===== src/rtl/pc_gen.sv =====
// pc_gen: program-counter generator at the head of fetch.
// Provides a reset vector and a sequential step, plus prioritised trap/mret/jump/branch redirects.
// Also provides stall hold, a one-cycle boot bubble, epc capture and misaligned-target trapping.
module pc_gen #(
  parameter int              XLEN         = 32,
  parameter logic [XLEN-1:0] RESET_VECTOR = '0,
  parameter logic [XLEN-1:0] TRAP_VECTOR  = XLEN'(32'h100),
  parameter int              STEP         = 4,
  parameter int              ALIGN_BITS   = 2
) (
  input  logic            clk,
  input  logic            reset,
  input  logic            stall,
  input  logic            branch_taken,
  input  logic [XLEN-1:0] branch_target,
  input  logic            jump,
  input  logic [XLEN-1:0] jump_target,
  input  logic            trap,
  input  logic            mret,
  output logic [XLEN-1:0] pc_reg,
  output logic [XLEN-1:0] pc_next,
  output logic            pc_valid,
  output logic [XLEN-1:0] epc,
  output logic            misalign
);

  localparam logic [XLEN-1:0] STEP_X     = XLEN'(STEP);
  // Low target bits that must be zero; an all-zero mask disables the check.
  localparam logic [XLEN-1:0] ALIGN_MASK =
    (ALIGN_BITS == 0) ? '0 : ((XLEN'(1) << ALIGN_BITS) - XLEN'(1));

  typedef enum logic {BOOT, RUN} state_t;

  state_t state, state_nxt;
  logic   take_trap;
  logic   misalign_nxt;

  function automatic logic is_misaligned(input logic [XLEN-1:0] target);
    return |(target & ALIGN_MASK);
  endfunction

  assign pc_valid = (state == RUN);

  // Next-state and next-PC selection; BOOT ignores every redirect and holds the PC.
  always_comb begin
    state_nxt    = state;
    pc_next      = pc_reg;
    take_trap    = 1'b0;
    misalign_nxt = 1'b0;
    case (state)
      BOOT: state_nxt = RUN;
      RUN: begin
        if (trap) begin
          take_trap = 1'b1;
        end else if (mret) begin
          pc_next = epc;
        end else if (stall) begin
          pc_next = pc_reg;
        end else if (jump) begin
          if (is_misaligned(jump_target)) begin
            take_trap    = 1'b1;
            misalign_nxt = 1'b1;
          end else begin
            pc_next = jump_target;
          end
        end else if (branch_taken) begin
          if (is_misaligned(branch_target)) begin
            take_trap    = 1'b1;
            misalign_nxt = 1'b1;
          end else begin
            pc_next = branch_target;
          end
        end else begin
          // Wraps modulo 2^XLEN without any flag.
          pc_next = pc_reg + STEP_X;
        end
        if (take_trap) pc_next = TRAP_VECTOR;
      end
      default: state_nxt = BOOT;
    endcase
  end

  // State register; reset always re-enters BOOT.
  always_ff @(posedge clk) begin
    if (reset) state <= BOOT;
    else       state <= state_nxt;
  end

  // PC, exception PC and misalignment pulse registers.
  always_ff @(posedge clk) begin
    if (reset) begin
      pc_reg   <= RESET_VECTOR;
      epc      <= '0;
      misalign <= 1'b0;
    end else begin
      pc_reg   <= pc_next;
      misalign <= misalign_nxt;
      if (take_trap) epc <= pc_reg;
    end
  end

endmodule


===== config.mk =====
export PLATFORM = sky130hd
export DESIGN_NAME = pc_gen
export DESIGN_NICKNAME = d
export VERILOG_FILES = /design/src/rtl/pc_gen.sv
export SDC_FILE = /design/constraint.sdc
export NUM_CORES = 1
export LEC_CHECK = 0
export CORE_AREA = 2 2 111 113
export DETAILED_ROUTE_END_ITERATION = 8
export DIE_AREA = 0 0 113 115
export PLACE_DENSITY = 0.77
export SLEW_MARGIN = 20
export SYNTH_ARGS = -nofsm -noshare
export SYNTH_HDL_FRONTEND = slang
export SYNTH_SLANG_ARGS = --single-unit

===== constraint.sdc =====
create_clock -name clk -period 2.3 [get_ports clk]
set_input_delay 0.23 -clock clk [delete_from_list [all_inputs] [get_ports clk]]
set_output_delay 0.23 -clock clk [all_outputs]
set_load 0.05 [all_outputs]

==> impl_metrics.tcl <==
set metrics [dict create \
    wire_per_inst_microns 24.32 \
    fin_crit_sh_pct 120.5 \
    placed_area_sq_um 8825 \
    rsz0062_at_grt "yes" \
    synth_nets 798 \
    drc 12 \
    period_needed_ns 2.771 \
    synth_top_cell_by_area "dfxtp_1" \
    cts_made_buffers 9 \
    worstHoldPathType "in -> reg" \
    vias 8185 \
    yosys_warnings 0 \
    multi_input_area_sq_um 4436 \
    critPathCaptureType "output port" \
    reg2reg_from "pc_reg[2]$_SDFF_PP0_" \
    cts.htree.levels 3 \
    power.density_nw_per_um2 373.1 \
    ys_seq_area_share_pct 25.38 \
    violations "DRC, setup timing" \
    clk_pin_slew_ns 0.06 \
    track_usage_pct 42.91 \
    fmax_mhz 360.8 \
    final_util_pct 85.89 \
    drt-pass1-iter-count 9 \
    setup_viol 26 \
    hold_depth 2 \
    clockBufferDepth 2 \
    synth.top_cells.by_count "66 x dfxtp_1, 65 x a21oi_1, 62 x nand2_1" \
    pin_count 169 \
    syn_to_final_growth_pct 94.86 \
    synth_edf_count 0 \
    layout-drive-gt1-share_pct 40.80 \
    die_area_sq_um 13000 \
    cpMaxStageDelayCell "or4_4" \
    wirelength_microns 29200 \
    finClkSkew_ns 0.004725 \
    yosysMostFrequentCell "dfxtp_1" \
    fillers 671 \
    start_util_pct 44.08 \
    grt_pass1_wl_microns 43460 \
    fp.coreArea_sq_um 11810 \
    slew-limit-headroom_pct 64.33 \
    hold_end "epc[10]$_SDFFE_PP0P_" \
    worstMarginPinSlew_ns 0.5334 \
    peakVddDrop_mv 0.3174 \
    synthArstFlopShare_pct 0 \
    cts_tree "done" \
    numPortBuffers 168 \
    synth_top_cells_by_area "dfxtp_1 25%, a21oi_1 6.2%, nand3_1 5.7%, o21ai_0 5.3%, nand2_1 4.5%" \
    antenna_cells 0 \
    dp_hpwl_microns 20580 \
    drv_slew 0 \
    regArea_sq_um 1394 \
    reg2regPathDepth 7 \
    gp_congestion 1.023 \
    p_leak_nw 3.869 \
    maxCapViolCount 0 \
    post_synth.cell_area_avg_sq_um 7.171 \
    die_h_microns 115 \
    ys_seq_elements 66 \
    grt_max_degree 34 \
    worst_setup_path_start_kind "flop" \
    first_global_vias 8101 \
    r2r_setup_slack_ns 0.01 \
    num_rows 40 \
    ant_nets 0 \
    critPathKind "reg -> out" \
    finalHoldViolCount 0 \
    cts-root-buf "clkbuf_16" \
    syn-cell-area_sq_um 5206 \
    arrival_ns 2.54 \
    synth_top_flop_cell "dfxtp_1" \
    synth_cell_types 78 \
    rr_endpoint "pc_reg[16]$_SDFF_PP0_" \
    antenna_found_initial 0 \
    holdCritStartpoint "reset" \
    fin_area_sq_um 10140 \
    crit_chain "ha_4 > nand4b_1 > or4_4 > mux2_4 > o31a_1 > nor3_4 > buf_12" \
    worstPathMaxFanout 4 \
    fin_nets 1121 \
    outcome "complete, but fails checks" \
    cts.sinks 66 \
    critical-path-max-stage-delay_ns 0.50 \
    drtIter0Drc 1268 \
    grt_overflow 0 \
    synth_top_area_share_pct 25.38 \
    timing.final.ws_setup_ns -0.4714 \
    syn_inst 726 \
    clk_latency_ns 0.35 \
    setup_tns_ns -5.928 \
    viasPerCell 6.815 \
    fp.dieW_microns 113 \
    cp.required_ns 2.07 \
    pre_cts_ws_ns -0.4001 \
]
==> how the worst max path moves through the flow <==
stage	endpoint	startpoint	slack, ns	cells after the start
3_3_place_gp	pc_reg[18]$_SDFF_PP0_	branch_target[1]	-0.38	7
6_report	pc_next[16]	pc_reg[2]$_SDFF_PP0_	-0.47	7
3_5_place_dp	pc_next[16]	branch_taken	-0.40	7
4_1_cts	pc_next[16]	pc_reg[2]$_SDFF_PP0_	-0.38	7
2_1_floorplan	pc_next[29]	pc_reg[7]$_SDFF_PP0_	-0.17	7
5_1_grt	pc_next[16]	pc_reg[2]$_SDFF_PP0_	-0.53	7
==> cells by family after synthesis <==
| logic type | Yosys count | synth area share, % |
|---|---|---|
| fa+ha+maj | 1 | 0.2403 |
| simple gates | 284 | 29.39 |
| xor+xnor | 3 | 0.5048 |
| buf+inv | 91 | 7.090 |
| flops | 66 | 25.38 |
| mux | 19 | 3.869 |
| compound gates | 262 | 33.53 |
==> placed cells by master, fill, tap and decap left out, drive strengths merged, types with 4 or more instances in the layout <==
| cell type | instances |
|---|---|
| clkdlybuf4s50 | 126 |
| nor3b | 6 |
| dfxtp | 66 |
| nor4b | 4 |
| nand4 | 9 |
| or3 | 5 |
| clkbuf | 15 |
| and3 | 8 |
| nor3 | 22 |
| a221oi | 17 |
| a22oi | 11 |
| dlygate4sd2 | 6 |
| nor2 | 37 |
| nand2b | 16 |
| mux2i | 13 |
| o211ai | 8 |
| a31oi | 12 |
| o31ai | 4 |
| buf | 254 |
| clkinv | 4 |
| mux2 | 6 |
| o32ai | 4 |
| nand3 | 59 |
| nor2b | 8 |
| nor4 | 15 |
| a211oi | 25 |
| inv | 13 |
| or2 | 5 |
| o22ai | 5 |
| a2111oi | 13 |
| and4 | 5 |
| nand2 | 62 |
| a21oi | 66 |
| a22o | 4 |
| o21ai | 57 |
| and2 | 9 |
==> cell type report <==
class / instances / share of cell area, %
repair buffers: 390 / 37.40
flip-flops and latches: 66 / 13.74
clock buffers: 11 / 2.491
multi-input cells: 569 / 43.72
well taps: 147 / 1.813
inverters: 13 / 0.4810
clock inverters: 5 / 0.3577
==> metal layers <==
layer / track usage [%] / vias to the layer above / routed length (microns)
met5: 0 / - / 0
met4: 22.03 / 0 / 1572
met3: 8.329 / 165 / 3517
met2: 69.18 / 700 / 13250
met1: 54.87 / 3898 / 10860
li1: - / 3422 / -
==> critical path: cells and delay by family, from the launching register on <==
kind / cells / cell delay (ns)
simple gates: 3 / 0.89
flops: 1 / 0.37
mux: 1 / 0.32
compound gates: 1 / 0.28
fa+ha+maj: 1 / 0.16
buf+inv: 1 / 0.16
==> report_power, final <==
group	internal [mW]	total [mW]	switching (mW)
registers	1.15	1.17	0.0215
clock network	0.793	1.37	0.577
logic	0.541	1.24	0.701
total	2.48	3.78	1.30
==> metrics by stage <==
| stage | cells | power, mW | hold slack [ns] |
|---|---|---|---|
| floorplan | 726 | 1.716 | 0.4680 |
| global placement | 1151 | 2.277 | 0.4661 |
| detailed placement | 1151 | 2.294 | 0.4812 |
| CTS | 1190 | 3.691 | 0.2539 |
| global route | 1201 | 3.865 | 0.2979 |
| finish | 1201 | 3.785 | 0.2781 |
==> repair_timing <==
action | in CTS | in global routing
setup buffers | 27 | 12
resized for setup | 122 | 55
setup endpoints to repair | 35 | 36
pin swaps | 40 | 32
hold buffers | 0 | 0
(Power assumes the default switching activity.)
